File: src/rtl/bin_to_bcd_seq.sv
// Sequential binary-to-BCD converter (shift-and-add-3).
// One shift per clock; a W-bit operand converts in W clocks after start is
// accepted, followed by a single-cycle done pulse with the new bcd_out.
//
// state | meaning
// IDLE  | waiting for start; bcd_out holds the last result
// SHIFT | correcting digits and shifting, one bit per clock
module bin_to_bcd_seq #(
   parameter int W      = 16,
   parameter int DIGITS = 5
) (
   input  logic                  clk,
   input  logic                  rst_n,
   input  logic                  start,
   input  logic [W-1:0]          bin_in,
   output logic                  busy,
   output logic                  done,
   output logic [4*DIGITS-1:0]   bcd_out
);

   localparam int CW = $clog2(W + 1);
   localparam int BW = 4 * DIGITS;

   function automatic longint unsigned pow10(input int n);
      longint unsigned p;
      p = 64'd1;
      for (int i = 0; i < n; i++) p = p * 64'd10;
      return p;
   endfunction

   localparam longint unsigned MAX_BIN = (64'd1 << W) - 64'd1;

   // Reject widths the iteration scheme cannot handle and digit counts too
   // small to hold the largest operand.
   generate
      if (W < 4 || W > 32) begin : g_bad_width
         $fatal(1, "bin_to_bcd_seq: W must be in 4..32");
      end
      if (pow10(DIGITS) <= MAX_BIN) begin : g_bad_digits
         $fatal(1, "bin_to_bcd_seq: DIGITS too small for W");
      end
   endgenerate

   typedef enum logic {
      IDLE  = 1'b0,
      SHIFT = 1'b1
   } state_t;

   state_t          state, state_nxt;
   logic [W-1:0]    sr_bin, sr_bin_nxt;
   logic [BW-1:0]   sr_bcd, sr_bcd_nxt;
   logic [CW-1:0]   cnt, cnt_nxt;
   logic [BW-1:0]   bcd_out_nxt;
   logic            done_nxt;
   logic [BW-1:0]   bcd_adj;
   logic            last_shift;

   // Register state, shift register, counter and the result outputs.
   always_ff @(posedge clk or negedge rst_n) begin
      if (!rst_n) begin
         state   <= IDLE;
         sr_bin  <= '0;
         sr_bcd  <= '0;
         cnt     <= '0;
         done    <= 1'b0;
         bcd_out <= '0;
      end else begin
         state   <= state_nxt;
         sr_bin  <= sr_bin_nxt;
         sr_bcd  <= sr_bcd_nxt;
         cnt     <= cnt_nxt;
         done    <= done_nxt;
         bcd_out <= bcd_out_nxt;
      end
   end

   // Add 3 to every digit >= 5, all digits judged on their pre-shift value.
   always_comb begin
      bcd_adj = sr_bcd;
      for (int i = 0; i < DIGITS; i++) begin
         if (sr_bcd[4*i +: 4] >= 4'd5) bcd_adj[4*i +: 4] = sr_bcd[4*i +: 4] + 4'd3;
      end
   end

   assign last_shift = (cnt == CW'(W - 1));

   // Next-state and datapath control; done defaults low so it pulses once.
   always_comb begin
      state_nxt   = state;
      sr_bin_nxt  = sr_bin;
      sr_bcd_nxt  = sr_bcd;
      cnt_nxt     = cnt;
      bcd_out_nxt = bcd_out;
      done_nxt    = 1'b0;
      unique case (state)
         IDLE: begin
            if (start) begin
               sr_bin_nxt = bin_in;
               sr_bcd_nxt = '0;
               cnt_nxt    = '0;
               state_nxt  = SHIFT;
            end
         end
         SHIFT: begin
            sr_bcd_nxt = {bcd_adj[BW-2:0], sr_bin[W-1]};
            sr_bin_nxt = {sr_bin[W-2:0], 1'b0};
            cnt_nxt    = cnt + CW'(1);
            if (last_shift) begin
               bcd_out_nxt = {bcd_adj[BW-2:0], sr_bin[W-1]};
               done_nxt    = 1'b1;
               state_nxt   = IDLE;
            end
         end
         default: state_nxt = IDLE;
      endcase
   end

   assign busy = (state == SHIFT);

endmodule
File: config.mk
export PLATFORM = sky130hd
export DESIGN_NAME = bin_to_bcd_seq
export DESIGN_NICKNAME = d
export VERILOG_FILES = /design/src/rtl/bin_to_bcd_seq.sv
export SDC_FILE = /design/constraint.sdc
export NUM_CORES = 1
export LEC_CHECK = 0
export CORE_MARGIN = 1
export CORE_UTILIZATION = 60
export DETAILED_ROUTE_END_ITERATION = 8
export PLACE_DENSITY = 0.83
export SKIP_CTS_REPAIR_TIMING = 1
export SYNTH_ARGS = -nofsm -noshare
export SYNTH_HDL_FRONTEND = slang
export SYNTH_SLANG_ARGS = --single-unit
File: constraint.sdc
create_clock -name clk -period 3.55 [get_ports clk]
set_input_delay 0.71 -clock clk [delete_from_list [all_inputs] [get_ports clk]]
set_output_delay 0.71 -clock clk [all_outputs]
set_load 0.03 [all_outputs]
Word level (Yosys, flattened, before mapping). Cells that the tools add are included.

Flip-flop bits (word level): 63. Bits of input ports: 19. Output and inout port bits: 22.

$add $sub $neg: 6. $lt $le $gt $ge: 5. Eq/ne operators: 2. Muxes and demuxes: 16. Bitwise operators: 1. Reduce and logical (&&, ||, !) cells: 1.

Operators with widths (count): $pmux 20 s2 (1); $pmux 16 s2 (1); $ge 4x3->1 const B (5); $mux 20 (1); $add 4x2->4 const B (4); $mux 16 (1); $mux 4 (4); $pmux 5 s2 (1); $add 5x1->5 const B (1); $eq 5x4->1 const B (1); $mux 5 (1); $mux 1 (4); $add 3x2->3 const B (1); $mux 3 (1); $ne 2x2->1 const B (1); $pmux 1 s2 (1); $reduce_and 2->1 (1); $not 1->1 (1).

Depth between registers and ports, before layout. Gate-level depths: netlist (run 1).

Depth in word-level cells: 3. Gate-level depth with buffers: 8. Depth with buffers taken out: 7.

Least setup slack after synthesis (run 1). No wires, ideal clock.

Kind: reg2reg. Start: reg cnt[0]. End: reg bcd_out[1]. Arrival time: 1.669 ns. Required time: 3.404 ns. Path slack: 1.735 ns. Stages on the path, launching flop included: 9. Cell sequence: dfrtp_1 ha_1 and3_1 ha_1 nand2_2 inv_1 buf_2 a31oi_1 o311ai_0.

Longest elaborated chain between the ends: 2.

RTL lines: start: declaration (RTL line 52) `logic [CW-1:0] cnt, cnt_nxt;`; start signal: assignment (RTL line 71) `cnt <= cnt_nxt;`; $eq 5x4->1 (RTL line 85) `assign last_shift = (cnt == CW'(W - 1));`; $reduce_and 2->1 (no source line); end signal: assignment (RTL line 73) `bcd_out <= bcd_out_nxt;`; end: declaration (RTL line 18) `output logic [4*DIGITS-1:0] bcd_out`.

No other way between the ends. A chain may end at the register's enable or synchronous reset.

Final worst setup path (run 1).
Start: reg state, in the netlist busy. End: out busy.

RTL lines: start: declaration (RTL line 49) `state_t state, state_nxt;`; start signal: assignment (RTL line 68) `state <= state_nxt;`; end: declaration (RTL line 16) `output logic busy,`.

No word-level cell between the ends.

==> key figures, run 1 <==
Finish
  – Layout Nets: 410
  – Layout cell share with drive strength beyond 1: 5.76%
  – Ant diodes: 0
  – Most common cell after layout, fill and taps aside: dfrtp_1
  – Final non-filler cell area: 3900 um^2
  – Most frequent cells in the layout: 63 x dfrtp_1, 53 x nand2_1, 39 x clkdlybuf4s50_1, 29 x o21ai_0, 25 x nand3_1
  – Layout area overhead: 16.9%
  – Final-layout fill cell count: 382

Synth
  – Post-synth EDFFs: 0
  – Cell count after synthesis: 349
  – Ys Warns: 0
  – Net Count, Synth: 380
  – Post-synth top flop: dfrtp_1
  – Sequential share of the synthesized area: 47.3%
  – Async SR Flop Fraction: 100%
  – Synth Area per Inst: 9.56 um^2
  – Post-synthesis register bit count: 63
  – Cell Area, Synth: 3340 um^2
  – Yosys cell types: 42

Power
  – Worst VDD drop: 0.525 mV
  – Power per cell area: 945 nW/um^2
  – Leakage Power: 0.00168 uW

Timing
  – Clock Skews: 0.00526 ns
  – Final worst-path cycle share: 68.4%
  – Max Clk Rate: 412 MHz
  – Max Slew Vio Count: 0
  – Post-layout min period: 2.43 ns
  – Worst rel slew slack: 39.6%
  – Final setup viols: 0
  – Worst-margin pin slew: 0.905 ns
  – Final Hold Vio Count: 0
  – RSZ-0062 raised after global routing: false
  – TNS Setup: 0 ns

Drt
  – Post-route ant nets: 0
  – Final wirelength: 7310 um
  – Routed vias/inst: 6.17
  – Initial DRC count: 279
  – Wirelength per Cell: 16.2 um
  – DR vias: 2,789
  – DRT Pass-1 Iters: 6
  – Residual DRC: 0

Run
  – Max_cap viols: 0

Floorplan
  – Row count: 26
  – Core area: 5240 um^2
  – Initial Utilization: 63.7%
  – Die H: 76.6 um
  – Die width: 76.6 um
  – IO Pins: 41
  – Die area: 5860 um^2

Global routing
  – Initial antenna violation count: 0
  – Tot GR Track Use: 27.1%
  – Largest net degree at the start of global routing: 64
  – First-pass GRT wire length: 12,500 um
  – GR Overflow Total: 0
  – Vias in the first global route: 2,662

CTS
  – H-tree depth: 3
  – # clock sinks: 63
  – Clk buf depth: 2
  – Worst-skew pair later-pin latency: 0.34 ns
  – Root buf cell: clkbuf_8
  – CTS Buf Count: 9
  – Clock transition time at the flip-flop clock pins of the worst setup and hold paths: 0.06 ns
  – CTS tree: yes

Place
  – Gpl congestion: 0.850
  – Placed cell areas: 3730 um^2
  – Hpwl dp: 4690 um
  – I/O Buffers: 40

Min path
  – Hold crit path type: flop to flop

Critical path
  – Critical path class: flop to output pin
  – CP Capture Type: output pin
  – CP required: 2.84 ns
  – Critical path data arrival time: 1.72 ns
  – CP Max Fanout: 30
  – Nature of the critical path startpoint: flop

Run status
  – Status: finished, final reports clean
## synth_stat cells (2+ instances only)
cell / instances / area [um^2]
a21boi_0: 5 / 37.5
nor2b_1: 9 / 56.3
a2111o_1: 7 / 78.8
or4_1: 4 / 30.0
a211oi_1: 4 / 30.0
a311o_1: 4 / 40.0
inv_1: 16 / 60.1
a31oi_1: 6 / 37.5
nor4_1: 3 / 18.8
o21ai_0: 29 / 145
buf_4: 3 / 22.5
nor3b_1: 5 / 37.5
o31ai_1: 9 / 67.6
nand2_1: 53 / 199
nor2_1: 4 / 15.0
o2111ai_1: 2 / 17.5
buf_2: 13 / 65.1
o311ai_0: 5 / 43.8
a32oi_1: 4 / 35.0
nor3_1: 5 / 25.0
a21oi_1: 5 / 25.0
ha_1: 12 / 150
o22ai_1: 7 / 43.8
clkbuf_1: 10 / 37.5
nand2b_1: 6 / 37.5
nand3_1: 25 / 125
mux2i_1: 17 / 170
dfrtp_1: 63 / 1580
## sequential cells by signal, summed over array words and instances, names as in the netlist
signal,flops
bcd_out,20
done,1
busy,1
sr_bcd,20
cnt,5
sr_bin,16
## critical path, stage by stage, from the launching register on
cell	delay, ns
dfrtp_1	0.36
buf_4	0.29
clkdlybuf4s50_1	0.73
## metrics by stage
| stage | cells | power (uW) | hold WS, ns | setup WS (ns) | utilization [%] |
|---|---|---|---|---|---|
| 6_report | 452 | 3690 | 0.479 | 1.12 | 74.4 |
| 3_3_place_gp | 438 | 3050 | 0.460 | 1.19 | 71.3 |
| 4_1_cts | 452 | 3680 | 0.484 | 1.11 | 74.4 |
| 2_1_floorplan | 349 | 2590 | 0.414 | 1.74 | - |
| 3_5_place_dp | 438 | 3120 | 0.469 | 1.14 | 71.3 |
| 5_1_grt | 452 | 3960 | 0.516 | 1.05 | 74.4 |
## final cells by class
class | instances | area (um^2) | area share (%)
flip-flops and latches | 63 | 1580 | 40.4
multi-input cells | 243 | 1570 | 40.3
repair buffers | 46 | 440 | 11.3
clock buffers | 13 | 159 | 4.08
well taps | 70 | 87.6 | 2.25
inverters | 16 | 60.1 | 1.54
clock inverters | 1 | 5.00 | 0.128
## cells by family after synthesis
family	Yosys count	share of synthesized area [%]
adder cells (fa/ha/maj)	12	4.50
flip-flops	63	47.3
AND/OR/NAND/NOR	117	16.9
XOR/XNOR	2	0.525
multiplexers	17	5.10
AO/OA/AOI/OAI	95	20.1
buffers and inverters	43	5.66
## power by group
part	internal, uW	switching, uW	total [uW]
combinational	743	1040	1780
sequential	1040	320	1360
clock	283	258	542
## routing by layer
| layer | GRT usage [%] | vias up | part of all wire, % |
|---|---|---|---|
| met2 | 43.3 | 91 | 48 |
| met4 | 12.7 | 0 | 1.6 |
| met1 | 36.4 | 1350 | 46 |
| li1 | - | 1335 | - |
| met3 | 4.19 | 13 | 4.4 |
| met5 | 0 | - | 0 |
## path summary, 6_finish.rpt
| path | slack (ns) | start | endpoint | cells after the start |
|---|---|---|---|---|
| setup / recovery | 1.12 | busy$_DFF_PN0_ | busy | 2 |
| hold / removal | 0.48 | bcd_out[8]$_DFFE_PN0P_ | bcd_out[8]$_DFFE_PN0P_ | 2 |
| setup reg to reg | 1.15 | cnt[0]$_DFFE_PN0P_ | bcd_out[13]$_DFFE_PN0P_ | 7 |
| hold reg to reg | 0.48 | bcd_out[8]$_DFFE_PN0P_ | bcd_out[8]$_DFFE_PN0P_ | 2 |
| max in group asynchronous | 2.47 | rst_n | sr_bin[14]$_DFFE_PN0P_ | 2 |
| min in group asynchronous | 0.53 | rst_n | sr_bin[12]$_DFFE_PN0P_ | 2 |
(Power assumes the default switching activity.)
==> run 2: changes to the inputs <==
CORE_UTILIZATION = 50   (was 60)
PLACE_DENSITY = 0.74   (was 0.83)
clock period = 2.1 ns   (was 3.55 ns; I/O delays follow)
==> run 2 against run 1 <==
  * Die area rose by 19%
  * Largest power group unchanged
  * Count of clock-buffer cells in the layout is 4 lower
  * Sequential share of layout area down 1.6 points
==> key figures, run 2 (synthesized netlist as in run 1, its figures left out) <==
Power
  – Logic pwr share: 47.1%
  – Net switching power: 2750 uW
  – P_int: 3610 uW
  – Worst VDD drop: 0.927 mV
  – Reg power frac: 36.4%
  – Power per cell area: 1570 nW/um^2
  – Switching share of power: 43.2%
  – Clk pwr share: 16.5%
  – Leakage Power: 0.00175 uW

Timing
  – RSZ-0062 raised after global routing: false
  – Worst rel slew slack: 62.9%
  – Max Slew Vio Count: 0
  – Clock Skews: 0.0101 ns
  – Final worst-path cycle share: 91.8%
  – Final setup viols: 0
  – Max Clk Rate: 519 MHz
  – TNS Setup: 0 ns
  – Worst-margin pin slew: 0.555 ns
  – Post-layout min period: 1.93 ns
  – Final Hold Vio Count: 0

Critical path
  – CP Capture Type: flop
  – CP Max Fanout: 9
  – Crit Reg-Reg Startpoint: cnt[0]$_DFFE_PN0P_
  – Nature of the critical path startpoint: flop
  – R2R setup slack: 0.17 ns
  – Critical path class: flop to flop
  – Critical path data arrival time: 2.15 ns
  – RR Endpoint: bcd_out[0]$_DFFE_PN0P_
  – CP required: 2.32 ns
  – R2R cell count: 8

CTS
  – Clk buf depth: 2
  – Root buf cell: clkbuf_8
  – CTS tree: yes
  – H-tree depth: 3
  – Worst-skew pair later-pin latency: 0.34 ns
  – CTS Buf Count: 9
  – # clock sinks: 63
  – Clock transition time at the flip-flop clock pins of the worst setup and hold paths: 0.08 ns

Drt
  – Routed vias/inst: 5.82
  – Wirelength per Cell: 15.3 um
  – Final wirelength: 7230 um
  – Initial DRC count: 212
  – DR vias: 2,753
  – Post-route ant nets: 0
  – DRT Pass-1 Iters: 4
  – Residual DRC: 0

Finish
  – Layout cell share with drive strength beyond 1: 10.1%
  – Layout area overhead: 21.7%
  – Most common cell after layout, fill and taps aside: dfrtp_1
  – Most frequent cells in the layout: 63 x dfrtp_1, 53 x nand2_1, 38 x clkdlybuf4s50_1, 29 x o21ai_0, 25 x nand3_1
  – Ant diodes: 0
  – Layout Nets: 422
  – Top Registers: bcd_out x20, sr_bcd x20, sr_bin x16
  – Final non-filler cell area: 4060 um^2
  – Final-layout fill cell count: 530

Place
  – Placed cell areas: 3810 um^2
  – I/O Buffers: 40
  – Gpl congestion: 0.820
  – Hpwl dp: 4640 um

Floorplan
  – IO Pins: 41
  – Die width: 83.7 um
  – Die H: 83.7 um
  – Core area: 6390 um^2
  – Initial Utilization: 52.2%
  – Die area: 7000 um^2
  – Row count: 29

Global routing
  – GR Overflow Total: 0
  – Vias in the first global route: 2,557
  – Largest net degree at the start of global routing: 64
  – First-pass GRT wire length: 12,400 um
  – Tot GR Track Use: 22.4%
  – Initial antenna violation count: 0

Run
  – Max_cap viols: 0

Run status
  – Status: finished, final reports clean

Min path
  – Hold crit path type: input pin to async pin
run 2: cell types whose count changed in the layout (fill, tap and decap cells not counted), sizes merged:
cell | previous run | this run
buf | 7 | 19
bufinv | 0 | 1
clkbuf | 13 | 9
clkdlybuf4s50 | 39 | 38
clkinv | 1 | 3
clkinvlp | 0 | 4
run 2: worst max-delay path by stage:
stage                       startpoint                      end  slack (ns)  cells past startpoint
floorplan           cnt[0]$_DFFE_PN0P_   bcd_out[1]$_DFFE_PN0P_        0.29                      8
global placement    cnt[0]$_DFFE_PN0P_  bcd_out[13]$_DFFE_PN0P_        0.20                      7
detailed placement  cnt[0]$_DFFE_PN0P_   bcd_out[1]$_DFFE_PN0P_        0.11                      7
CTS                 cnt[0]$_DFFE_PN0P_   bcd_out[1]$_DFFE_PN0P_        0.08                      7
global route        cnt[0]$_DFFE_PN0P_   bcd_out[1]$_DFFE_PN0P_        0.05                      7
finish              cnt[0]$_DFFE_PN0P_   bcd_out[0]$_DFFE_PN0P_        0.17                      8
run 2: metal layers:
metal,routed length [um],global-route usage [%],part of all wire (%)
met1,3390,31.0,47
met2,3350,34.5,46
met3,370,4.35,5.1
met4,111,9.55,1.5
met5,0,0,0
run 2: worst max-delay path: stages, from the launching register on:
cell and delay [ns]:
dfrtp_1 0.41, ha_1 0.23, and3_1 0.18, ha_1 0.22, nand2_4 0.16, clkinvlp_2 0.25, buf_4 0.21, nand2_1 0.07
nand2_1 0.06
run 2: cell type report:
cell class                      instances  area (um^2)  share of cell area [%]
Sequential cell                        63         1580                    38.8
Multi-Input combinational cell        243         1580                    38.8
Timing Repair Buffer                   57          546                    13.4
Clock buffer                            9          124                    3.05
Tap cell                               77         96.3                    2.37
Clock inverter                          7         72.6                    1.79
Inverter                               16         63.8                    1.57
Timing Repair inverter                  1         5.00                   0.123
run 2: power groups by stage:
stage               registers (uW)  logic, uW  clock network [uW]
floorplan                     2450       1920                   0
global placement              2310       2900                   0
detailed placement            2320       2960                   0
CTS                           2310       2980                1070
global route                  2410       3320                1140
finish                        2320       3000                1050
run 2: metrics by stage:
step	power [uW]	worst slack, ns	utilization [%]	cells	hold slack (ns)
floorplan	4380	0.285	-	349	0.124
global placement	5200	0.196	59.7	451	0.462
detailed placement	5270	0.109	59.7	451	0.459
CTS	6350	0.0819	62.8	467	0.0822
global route	6870	0.0547	63.6	473	0.111
finish	6360	0.173	63.6	473	0.0828
==> run 3: changes to the inputs <==
--- a/config.mk
+++ b/config.mk
@@ -7,7 +7,7 @@
 export LEC_CHECK = 0
 export CORE_MARGIN = 1
-export CORE_UTILIZATION = 50
+export CORE_UTILIZATION = 60
 export DETAILED_ROUTE_END_ITERATION = 8
-export PLACE_DENSITY = 0.74
+export PLACE_DENSITY = 0.83
 export SKIP_CTS_REPAIR_TIMING = 1
 export SYNTH_ARGS = -nofsm -noshare
==> constraint.sdc (replaced) <==
create_clock -name clk -period 2.4 [get_ports clk]
set_input_delay 0.24 -clock clk [delete_from_list [all_inputs] [get_ports clk]]
set_output_delay 0.24 -clock clk [all_outputs]
set_load 0.03 [all_outputs]
==> run 3 against run 2 <==
  * Count of clock-buffer cells in the layout grew 3
  * Critical path depth shrank 1
  * Sequential power shrank 11%
  * Power shrank 15%
  * Cell area shrank 2.9%
  * Register-to-register slack gained 0.07 ns
  * Clock skew shrank 0.0035 ns
  * First-iteration DRC count grew 16%
  * Sequential cell count is the same
  * Critical path type unchanged
==> key figures, run 3 (synthesized netlist as in run 1, its figures left out) <==
CTS
  – H-tree depth: 3
  – # clock sinks: 63
  – Root buf cell: clkbuf_8
  – CTS tree: yes
  – Worst-skew pair later-pin latency: 0.34 ns
  – CTS Buf Count: 9
  – Clk buf depth: 2
  – Clock transition time at the flip-flop clock pins of the worst setup and hold paths: 0.07 ns

Place
  – Gpl congestion: 0.913
  – Hpwl dp: 5010 um
  – I/O Buffers: 40
  – Placed Cells: 440
  – Pre-CTS WS: 0.273 ns

Critical path
  – Nature of the critical path startpoint: flop
  – Crit Reg-Reg Startpoint: cnt[0]$_DFFE_PN0P_
  – CP Capture Type: flop
  – Critical path class: flop to flop
  – R2R setup slack: 0.24 ns
  – Critical path data arrival time: 2.43 ns
  – R2R cell count: 7
  – RR Endpoint: bcd_out[12]$_DFFE_PN0P_
  – CP Max Fanout: 9
  – CP required: 2.68 ns

Power
  – Power per cell area: 1380 nW/um^2
  – Leakage Power: 0.00170 uW
  – Worst VDD drop: 0.851 mV

Timing
  – Final Hold Vio Count: 0
  – Final setup viols: 0
  – Post-layout min period: 2.16 ns
  – RSZ-0062 raised after global routing: false
  – Worst-margin pin slew: 0.632 ns
  – Clock Skews: 0.00660 ns
  – Setup ws final: 0.244 ns
  – Fin Hold WS: 0.446 ns
  – Final worst-path cycle share: 89.8%
  – Max Clk Rate: 464 MHz
  – TNS Setup: 0 ns
  – Worst rel slew slack: 57.9%
  – Max Slew Vio Count: 0

Finish
  – Top Registers: bcd_out x20, sr_bcd x20, sr_bin x16
  – Final-layout fill cell count: 383
  – Layout cell share with drive strength beyond 1: 5.97%
  – Layout area overhead: 18.2%
  – Most common cell after layout, fill and taps aside: dfrtp_1
  – Fin cells: 455
  – Ant diodes: 0
  – Most frequent cells in the layout: 63 x dfrtp_1, 53 x nand2_1, 39 x clkdlybuf4s50_1, 29 x o21ai_0, 25 x nand3_1
  – Layout Nets: 413

Floorplan
  – Die area: 5860 um^2
  – Initial Utilization: 63.7%
  – Row count: 26
  – Core area: 5240 um^2
  – Die width: 76.6 um
  – Die H: 76.6 um
  – IO Pins: 41

Global routing
  – First-pass GRT wire length: 12,600 um
  – Largest net degree at the start of global routing: 38
  – Vias in the first global route: 2,642
  – Tot GR Track Use: 27.7%
  – GR Overflow Total: 0
  – Initial antenna violation count: 0

Run status
  – Status: finished, final reports clean

Drt
  – Final wirelength: 7360 um
  – Initial DRC count: 246
  – Residual DRC: 0
  – Routed vias/inst: 6.18
  – DRT Pass-1 Iters: 4
  – Wirelength per Cell: 16.2 um
  – DR vias: 2,810
  – Post-route ant nets: 0

Run
  – Max_cap viols: 0

Min path
  – Hold crit path type: input pin to async pin
-- run 3: worst max-delay path, cell delays in order (launching register included) --
cell	delay, ns
dfrtp_1	0.38
ha_1	0.19
and3_1	0.18
ha_1	0.30
nand2_2	0.19
buf_4	0.24
or4_1	0.51
nand3_1	0.10
-- run 3: final cells by class --
cell class / count / area [um^2] / share of cell area (%)
flip-flops and latches: 63 / 1580 / 40.0
multi-input cells: 243 / 1570 / 39.8
repair buffers: 49 / 503 / 12.8
clock buffers: 12 / 135 / 3.43
well taps: 70 / 87.6 / 2.22
inverters: 16 / 60.1 / 1.52
clock inverters: 2 / 10.0 / 0.254
-- run 3: where the power goes --
group / internal (uW) / switching (uW)
Sequential: 1540 / 523
Clock: 361 / 387
Combinational: 1120 / 1500
Total: 3030 / 2410
-- run 3: routing by layer --
layer	vias up	GRT usage, %	part of all wire [%]
li1	1337	-	-
met1	1365	38.0	46
met2	89	41.9	47
met3	19	4.55	4.4
met4	0	15.2	2.5
met5	-	0	0
-- run 3: how the worst max path moves through the flow --
stage,startpoint,endpoint,depth (start not counted)
finish,cnt[0]$_DFFE_PN0P_,bcd_out[12]$_DFFE_PN0P_,7
detailed placement,cnt[0]$_DFFE_PN0P_,bcd_out[12]$_DFFE_PN0P_,7
floorplan,cnt[0]$_DFFE_PN0P_,bcd_out[1]$_DFFE_PN0P_,8
global route,cnt[0]$_DFFE_PN0P_,bcd_out[12]$_DFFE_PN0P_,7
global placement,cnt[0]$_DFFE_PN0P_,bcd_out[8]$_DFFE_PN0P_,7
CTS,cnt[0]$_DFFE_PN0P_,bcd_out[12]$_DFFE_PN0P_,7
-- run 3: metrics by stage --
stage / area (um^2) / utilization, % / total power (uW)
finish: 3940 / 75.3 / 5430
global route: 3940 / 75.3 / 5820
CTS: 3930 / 75.1 / 5430
detailed placement: 3790 / 72.3 / 4660
global placement: 3790 / 72.3 / 4540
floorplan: 3340 / - / 3830
